$ cat config.mk
export PLATFORM = sky130hd
export DESIGN_NAME = temp_digit_sequencer
export DESIGN_NICKNAME = d
export VERILOG_FILES = /design/src/rtl/temp_disp_pkg.sv /design/src/rtl/bin2bcd_seq.sv /design/src/rtl/temp_digit_sequencer.sv
export SDC_FILE = /design/constraint.sdc
export NUM_CORES = 1
export LEC_CHECK = 0
export ABC_AREA = 1
export BUFFER_PORTS_ARGS = -buffer_cell sky130_fd_sc_hd__buf_2
export CAP_MARGIN = 20
export CORE_ASPECT_RATIO = 1.4
export CORE_MARGIN = 5
export CORE_UTILIZATION = 50
export CTS_BUF_LIST = sky130_fd_sc_hd__clkbuf_8
export DETAILED_ROUTE_END_ITERATION = 7
export PLACE_DENSITY_LB_ADDON = 0.25
export SYNTH_ARGS = -nofsm -noshare
export SYNTH_HDL_FRONTEND = slang
export SYNTH_SLANG_ARGS = --single-unit
$ cat constraint.sdc
create_clock -name clk -period 2 [get_ports clk]
set_input_delay 0.1 -clock clk [delete_from_list [all_inputs] [get_ports clk]]
set_output_delay 0.1 -clock clk [all_outputs]
set_load 0.1 [all_outputs]
$ cat src/rtl/temp_disp_pkg.sv
// Shared types and constants for the temperature digit sequencer:
// FSM state encoding, 7-segment digit table, blank pattern and code ceiling.
package temp_disp_pkg;

   typedef enum logic [2:0] {
      IDLE    = 3'd0,
      CONVERT = 3'd1,
      TENS    = 3'd2,
      UNITS   = 3'd3,
      BLANK   = 3'd4
   } state_t;

   localparam logic [6:0] SEG_BLANK = 7'h00;
   localparam logic [6:0] CODE_MAX  = 7'd99;
   localparam logic [6:0] PWM_TOP   = 7'd99;
   localparam int unsigned BCD_STEPS = 7;

   // Index is the decimal digit; bit0 = segment a ... bit6 = segment g.
   localparam logic [9:0][6:0] SEG_TABLE = {
      7'h6F, 7'h7F, 7'h07, 7'h7D, 7'h6D,
      7'h66, 7'h4F, 7'h5B, 7'h06, 7'h3F
   };

   function automatic logic [6:0] digit_to_seg(input logic [3:0] digit);
      return (digit > 4'd9) ? SEG_BLANK : SEG_TABLE[digit];
   endfunction

endpackage

$ cat src/rtl/bin2bcd_seq.sv
// Sequential double-dabble: converts a 7-bit value (<= 99) into two BCD
// digits, one add-3/shift step per clock, seven steps after the start strobe.
module bin2bcd_seq
   import temp_disp_pkg::*;
(
   input  logic       clk,
   input  logic       rst,
   input  logic       start,
   input  logic [6:0] bin,
   output logic [3:0] tens,
   output logic [3:0] units,
   output logic       done
);

   logic [6:0] shreg;
   logic [7:0] bcd;
   logic [2:0] step;
   logic       running;
   logic [6:0] shreg_nxt;
   logic [7:0] bcd_nxt;

   function automatic logic [3:0] add3(input logic [3:0] d);
      return (d >= 4'd5) ? d + 4'd3 : d;
   endfunction

   always_comb begin
      {bcd_nxt, shreg_nxt} = {add3(bcd[7:4]), add3(bcd[3:0]), shreg} << 1;
   end

   // done is combinational so the caller can leave its convert state on the
   // same edge that commits the final step.
   assign done  = running && (step == 3'(BCD_STEPS - 1));
   assign tens  = bcd[7:4];
   assign units = bcd[3:0];

   always_ff @(posedge clk) begin
      if (rst) begin
         shreg   <= '0;
         bcd     <= '0;
         step    <= '0;
         running <= 1'b0;
      end else if (start) begin
         shreg   <= bin;
         bcd     <= '0;
         step    <= '0;
         running <= 1'b1;
      end else if (running) begin
         shreg <= shreg_nxt;
         bcd   <= bcd_nxt;
         step  <= step + 3'd1;
         if (done) running <= 1'b0;
      end
   end

endmodule

$ cat src/rtl/temp_digit_sequencer.sv
// Latches a saturated temperature code, converts it to BCD and cycles a
// single 7-segment digit through tens/units/blank. Optional PWM image of the
// code is built when TEMP_DISP_PWM_EN is defined; otherwise tempsens_pwm is 0.
module temp_digit_sequencer
   import temp_disp_pkg::*;
#(
   parameter int DWELL_LONG  = 5000,
   parameter int DWELL_SHORT = 50
) (
   input  logic       clk,
   input  logic       rst,
   input  logic       en_quick_transition,
   input  logic       code_valid,
   input  logic [6:0] code,
   output logic       busy,
   output logic [6:0] segments,
   output logic       tempsens_pwm,
   output logic [2:0] state_dbg
);

   localparam int DWELL_MAX = (DWELL_LONG > DWELL_SHORT) ? DWELL_LONG : DWELL_SHORT;
   localparam int CW        = $clog2(DWELL_MAX + 1);

   state_t          state, state_nxt;
   logic [6:0]      code_lat;
   logic [CW-1:0]   dwell_cnt, dwell_lim, dwell_sel;
   logic            in_phase, phase_end;
   logic            conv_start, conv_done;
   logic [3:0]      bcd_tens, bcd_units;

   assign in_phase  = (state == TENS) || (state == UNITS) || (state == BLANK);
   assign phase_end = in_phase && (dwell_cnt == dwell_lim - CW'(1));
   assign dwell_sel = en_quick_transition ? CW'(DWELL_SHORT) : CW'(DWELL_LONG);

   always_comb begin
      state_nxt  = state;
      conv_start = 1'b0;
      case (state)
         IDLE: begin
            if (code_valid) begin
               state_nxt  = CONVERT;
               conv_start = 1'b1;
            end
         end
         CONVERT: begin
            if (conv_done) state_nxt = TENS;
         end
         TENS, UNITS, BLANK: begin
            // A fresh code pre-empts the display loop regardless of dwell.
            if (code_valid) begin
               state_nxt  = CONVERT;
               conv_start = 1'b1;
            end else if (phase_end) begin
               case (state)
                  TENS:    state_nxt = UNITS;
                  UNITS:   state_nxt = BLANK;
                  default: state_nxt = TENS;
               endcase
            end
         end
         default: state_nxt = IDLE;
      endcase
   end

   always_ff @(posedge clk) begin
      if (rst) begin
         state     <= IDLE;
         code_lat  <= '0;
         dwell_cnt <= '0;
         dwell_lim <= '0;
      end else begin
         state <= state_nxt;
         if (conv_start)
            code_lat <= (code > CODE_MAX) ? CODE_MAX : code;
         // Dwell length is frozen at phase entry.
         if (state_nxt != state) begin
            dwell_cnt <= '0;
            dwell_lim <= dwell_sel;
         end else if (in_phase) begin
            dwell_cnt <= dwell_cnt + CW'(1);
         end else begin
            dwell_cnt <= '0;
         end
      end
   end

   bin2bcd_seq u_bin2bcd (
      .clk   (clk),
      .rst   (rst),
      .start (conv_start),
      .bin   ((code > CODE_MAX) ? CODE_MAX : code),
      .tens  (bcd_tens),
      .units (bcd_units),
      .done  (conv_done)
   );

   always_comb begin
      segments = SEG_BLANK;
      case (state)
         TENS:    segments = (bcd_tens == 4'd0) ? SEG_BLANK : digit_to_seg(bcd_tens);
         UNITS:   segments = digit_to_seg(bcd_units);
         default: segments = SEG_BLANK;
      endcase
   end

   assign busy      = (state == CONVERT);
   assign state_dbg = state;

`ifdef TEMP_DISP_PWM_EN
   logic [6:0] pwm_cnt;

   always_ff @(posedge clk) begin
      if (rst)
         pwm_cnt <= '0;
      else
         pwm_cnt <= (pwm_cnt == PWM_TOP) ? 7'd0 : pwm_cnt + 7'd1;
   end

   assign tempsens_pwm = (pwm_cnt < code_lat);
`else
   assign tempsens_pwm = 1'b0;
`endif

endmodule

==> results of run 1 <==
## repair_timing
item	in CTS	in global routing
setup buffers	4	13
endpoints found under the hold margin	0	0
hold buffers	0	0
endpoints found under the setup margin	22	34
resized for setup	7	41
pin swaps	9	25
gates cloned	1	0
## power breakdown
part | switching [mW] | internal (mW) | total [mW]
Sequential | 0.0246 | 1.06 | 1.08
Clock | 0.315 | 0.234 | 0.549
Combinational | 0.257 | 0.179 | 0.436
Total | 0.597 | 1.47 | 2.07
## Yosys cell counts
cell type  instances  area [um2]
or2_1              2       12.51
ha_1              20       250.2
nand2_4            1       11.26
buf_12             1       20.02
buf_4              1       7.510
dfxtp_1           51        1021
nor2_4            11       123.9
nand4_1            4       25.02
xnor2_1            4       35.03
o211ai_1           6       45.04
inv_1             59       221.5
a31oi_1            4       25.02
nand3_1           19       95.09
conb_1             1       3.750
clkbuf_1           3       11.26
o21ai_0           19       95.09
nor3_1             4       20.02
nand3b_1           1       7.510
o311a_1            1       10.01
a21oi_1           17       85.08
nor4_1             1       6.260
o21ai_1            1       5.000
nand2_2            8       50.05
o221ai_1           1       8.760
or2_2              2       12.51
inv_2              3       11.26
nor2_2             2       12.51
o22ai_1            7       43.79
xor2_1             7       61.31
nand2_1          104       390.4
nor2_1            35       131.4
## per-stage QoR
step / instance area, um2 / power (mW) / hold slack, ns / setup TNS, ns
after global routing: 3807 / 2.181 / 0.06625 / -4.665
after CTS: 3585 / 2.025 / 0.03290 / -2.093
final: 3807 / 2.069 / 0.03667 / -1.572
after detailed placement: 3438 / 1.456 / 0.3492 / -2.447
after floorplan: 2994 / 1.348 / 0.2384 / -0.1896
after global placement: 3438 / 1.444 / 0.3389 / -1.012
## worst reg2reg max path: cells and delay by family, from the launching register on
kind | cells | cell delay [ns]
fa+ha+maj | 1 | 0.27
buf+inv | 3 | 0.21
flops | 1 | 0.36
simple gates | 15 | 1.21
## final cells by class
cell class | count | area (um2)
fill | 443 | 1718
tap | 68 | 85.08
clock buffer | 5 | 68.82
sequential | 51 | 1040
timing repair buffer | 63 | 538.0
inverter | 62 | 235.2
multi-input combinational | 283 | 1834
clock inverter | 1 | 6.256
## cells by family (layout without fill, tap and decap cells)
| logic type | after synthesis | count (layout) |
|---|---|---|
| AO/OA/AOI/OAI | 56 | 56 |
| XOR/XNOR | 11 | 11 |
| AND/OR/NAND/NOR | 194 | 195 |
| buffers and inverters | 67 | 131 |
| other | 1 | 1 |
| adder cells (fa/ha/maj) | 20 | 20 |
| flip-flops | 51 | 51 |
## worst paths after layout
kind                            start  slack (ns)                 end  depth (start not counted)
setup reg to reg         dwell_lim[5]       -0.12        dwell_cnt[9]                         19
setup / recovery         dwell_lim[5]       -0.12        dwell_cnt[9]                         19
hold / removal    en_quick_transition        0.04        dwell_lim[5]                          3
hold reg to reg    u_bin2bcd.shreg[0]        0.47  u_bin2bcd.shreg[0]                          2
## metal layers
| layer | vias to the layer above | track usage (%) | wire length [um] |
|---|---|---|---|
| li1 | 1398 | - | - |
| met1 | 1229 | 18.86 | 2477 |
| met2 | 33 | 34.70 | 3809 |
| met3 | 21 | 2.730 | 136 |
| met4 | 0 | 7.531 | 240 |
| met5 | - | 0 | 0 |
==> flow_metrics.tcl, run 1 <==
set metrics [dict create \
    clk_pin_slew_ns 0.09 \
    slew_headroom_pct 49.33 \
    synth_compound_area_share_pct 11.12 \
    cts_tree "done" \
    cts_htree_levels 2 \
    placed_cells 509 \
    die_y_um 99.47 \
    synth_top_family_by_area "simple AND/OR/NAND/NOR gates" \
    cp.arrival_ns 2.37 \
    wl_um 6663 \
    worst-path-buf-inv 3 \
    io_pins 23 \
    detail-route-antenna-nets 0 \
    critPathKind "register to register" \
    period_minus_slack_ns 2.120 \
    leakage_nw 1.628 \
    startpoint_type "register" \
    synthSimpleGateAreaFrac_pct 31.42 \
    final_cell_mix "nand2_1, inv_1, dfxtp_1, buf_4, nor2_1" \
    cpMostUsedCell "nand2_2" \
    drc 0 \
    required_ns 2.25 \
    ys_warn_count 0 \
    synth_area_um2 2859 \
    gr-total-overflow 0 \
    area_growth_pct 33.17 \
    grt_pass1_vias 2532 \
    setup_ws_ns -0.1205 \
    post-route-period-util_pct 106.0 \
    rows 32 \
    slowest_stage "dfxtp_2" \
    cap_viol_max_count 0 \
    violations "setup timing" \
    antennaDiodeCount 0 \
    drtPass1Iterations 5 \
    ys_seq_area_share_pct 35.71 \
    syn_inst 400 \
    hold_viol 0 \
    pre_cts_slack_ns -0.2115 \
    ys_types 31 \
    nets 497 \
    grt_max_degree 15 \
    muxShareOfSynthArea_pct 0 \
    wl_per_cell_um 12.50 \
    fin_skew_ns 0.006957 \
    hpwl_um 4782 \
    cts_root_buffer "clkbuf_8" \
    dieArea_um2 7352 \
    grt_util_all_layers_pct 18.16 \
    min_path_type "input pin to register" \
    grt_pass1_wl_um 10630 \
    cp-end-kind "register" \
    worstPathMaxFanout 7 \
    clk_latency_ns 0.30 \
    clkSinkCount 51 \
    avgViaCountPerCell 5.030 \
    initial_core_util_pct 51.74 \
    post-route-util_pct 68.91 \
    fmax_mhz 471.6 \
    synth_fa_ha_area_share_pct 8.753 \
    synth_xor_xnor_area_share_pct 3.370 \
    synth-seq-cells 51 \
    fp.coreArea_um2 5525 \
    slowest_delay_ns 0.36 \
    final_common_cell "nand2_1" \
    cp_cell_sequence "inv_2 -> ha_4 -> inv_2 -> nand2_1 -> nand2_1 -> nor2_1 -> nand2_1 -> nor2_2 -> nand2_2 -> nand2_2 -> nand3_2 -> nand2_2 -> nand2_2 -> nand2_2 -> nand2_2 -> nor2_4 -> buf_6 -> nand2_8 -> nor2_4" \
    power_density_nw_per_um2 543.5 \
    status "complete, but fails checks" \
    peakVddDrop_mv 0.4684 \
    gp_congestion 0.9242 \
    synth.avg_cell_area_um2 7.147 \
    rsz0062_at_grt "true" \
    fp.dieW_um 73.91 \
    cts_buffers 5 \
    maxSlewViolCount 0 \
    drive_gt1_share_pct 31.61 \
    clockBufferDepth 2 \
    synth_fp_nets 431 \
    instances_no_fill 533 \
    drt_iter0_drc 84 \
    setup_violations 15 \
    antenna_found_initial 0 \
    vias 2681 \
    cp_top_family "simple AND/OR/NAND/NOR gates" \
    numPortBuffers 21 \
    tightest_slew_ns 0.7572 \
]
No activity file was read; power rests on OpenSTA's default activity.
==> run 2: changes to the inputs <==
--- a/config.mk
+++ b/config.mk
@@ -10,9 +10,10 @@
 export CAP_MARGIN = 20
 export CORE_ASPECT_RATIO = 1.4
 export CORE_MARGIN = 5
-export CORE_UTILIZATION = 50
+export CORE_UTILIZATION = 56
 export CTS_BUF_LIST = sky130_fd_sc_hd__clkbuf_8
 export DETAILED_ROUTE_END_ITERATION = 7
+export HOLD_SLACK_MARGIN = 0.12
 export PLACE_DENSITY_LB_ADDON = 0.25
 export SYNTH_ARGS = -nofsm -noshare
 export SYNTH_HDL_FRONTEND = slang
==> flow_metrics.tcl, run 2 (synthesized netlist as in run 1, its figures left out) <==
set metrics [dict create \
    status "complete, but fails checks" \
    violations "setup timing" \
    r2r_slack_ns -0.21 \
    startpoint_type "register" \
    cap_viol_max_count 0 \
    register_area_um2 1040 \
    grt_util_all_layers_pct 20.56 \
    placed_cells 505 \
    hpwl_um 4798 \
    clk_latency_ns 0.30 \
    dieArea_um2 6654 \
    drtPass1Iterations 4 \
    total_power_mw 2.064 \
    multiInputGateArea_um2 1821 \
    fmax_mhz 452.5 \
    grt_max_degree 15 \
    rows 30 \
    cts_htree_levels 2 \
    final_cell_mix "nand2_1, inv_1, dfxtp_1, buf_4, nor2_1" \
    cp-end-kind "register" \
    clkSinkCount 51 \
    worstPathMaxFanout 7 \
    min_path_type "input pin to register" \
    post-route-period-util_pct 110.5 \
    maxSlewViolCount 0 \
    startpoint "dwell_lim[5]" \
    avgViaCountPerCell 5.242 \
    required_ns 2.24 \
    power_density_nw_per_um2 543.5 \
    antennaDiodeCount 0 \
    die_y_um 94.54 \
    hp-start "rst" \
    drc 0 \
    fp.coreArea_um2 4917 \
    tns_ns -2.412 \
    final_common_cell "nand2_1" \
    setup_violations 15 \
    clockBufferDepth 2 \
    clk_pin_slew_ns 0.09 \
    numPortBuffers 21 \
    grt_pass1_vias 2576 \
    initial_core_util_pct 58.14 \
    post-route-util_pct 77.23 \
    vias 2752 \
    cp.arrival_ns 2.45 \
    area_growth_pct 32.82 \
    fin_skew_ns 0.009817 \
    wl_um 6978 \
    hold_viol 0 \
    gp_congestion 0.8262 \
    nets 493 \
    cts_buffers 5 \
    rsz0062_at_grt "true" \
    critPathKind "register to register" \
    reg2reg_from "dwell_lim[5]" \
    antenna_found_initial 0 \
    io_pins 23 \
    fp.dieW_um 70.39 \
    peakVddDrop_mv 0.5071 \
    drt_iter0_drc 88 \
    instances_no_fill 525 \
    detail-route-antenna-nets 0 \
    drive_gt1_share_pct 30.59 \
    period_minus_slack_ns 2.210 \
    fillers 356 \
    slew_headroom_pct 48.63 \
    cts_tree "done" \
    wl_per_cell_um 13.29 \
    setup_ws_ns -0.2100 \
    tightest_slew_ns 0.7677 \
    cts_root_buffer "clkbuf_8" \
    grt_pass1_wl_um 11120 \
    leakage_nw 1.613 \
    gr-total-overflow 0 \
]
==> run 2: final cells by class <==
cell class	count	area share, %
multi-input combinational	283	47.94
sequential	51	27.38
timing repair buffer	59	14.33
inverter	62	6.260
tap	64	2.109
clock buffer	5	1.812
clock inverter	1	0.1647
==> run 2: critical path, cell delays in order, from the launching register on <==
cell and delay (ns):
dfxtp_4 0.40, inv_4 0.05, ha_4 0.26, inv_2 0.02
nand2_1 0.04, nand2_1 0.05, nor2_1 0.07, nand2_1 0.06
nor2_2 0.16, nand2_2 0.09, nand2_2 0.08, nand3_2 0.07
nand2_2 0.09, nand2_2 0.05, nand2_2 0.09, nand2_2 0.06
nor2_4 0.11, buf_12 0.14, nand2_8 0.09, nor2_4 0.15
==> run 2: through the flow <==
stage	setup WS [ns]	hold slack, ns	area, um2
after floorplan	-0.01925	0.2384	2994
after global placement	-0.09139	0.3464	3433
after detailed placement	-0.1905	0.3469	3433
after CTS	-0.1534	0.1220	3666
after global routing	-0.3316	0.1447	3797
final	-0.2100	0.1248	3797
==> run 2: power breakdown <==
| part | switching, mW | internal, mW |
|---|---|---|
| logic | 0.255 | 0.168 |
| registers | 0.0249 | 1.06 |
| clock network | 0.321 | 0.234 |
| total | 0.601 | 1.46 |
==> run 2: routing by layer <==
layer	vias to the layer above	global-route usage (%)	wire [um]
met2	56	41.02	3965
met1	1282	20.83	2531
met5	-	0	0
met3	27	2.875	175
li1	1387	-	-
met4	0	8.786	304
==> run 2: path summary, 6_finish.rpt <==
path,end,cells past startpoint
setup / recovery,dwell_cnt[8],19
hold / removal,state_dbg[1],3
setup reg to reg,dwell_cnt[8],19
hold reg to reg,u_bin2bcd.step[2],2
==> run 2: repair_timing <==
action | 4_1_cts | 5_1_grt
pin swaps | 12 | 19
cloned | 1 | 0
hold endpoints to repair | 6 | 0
endpoints found under the setup margin | 25 | 34
gates resized for setup | 16 | 33
setup buffers | 3 | 5
hold buffers | 5 | 0
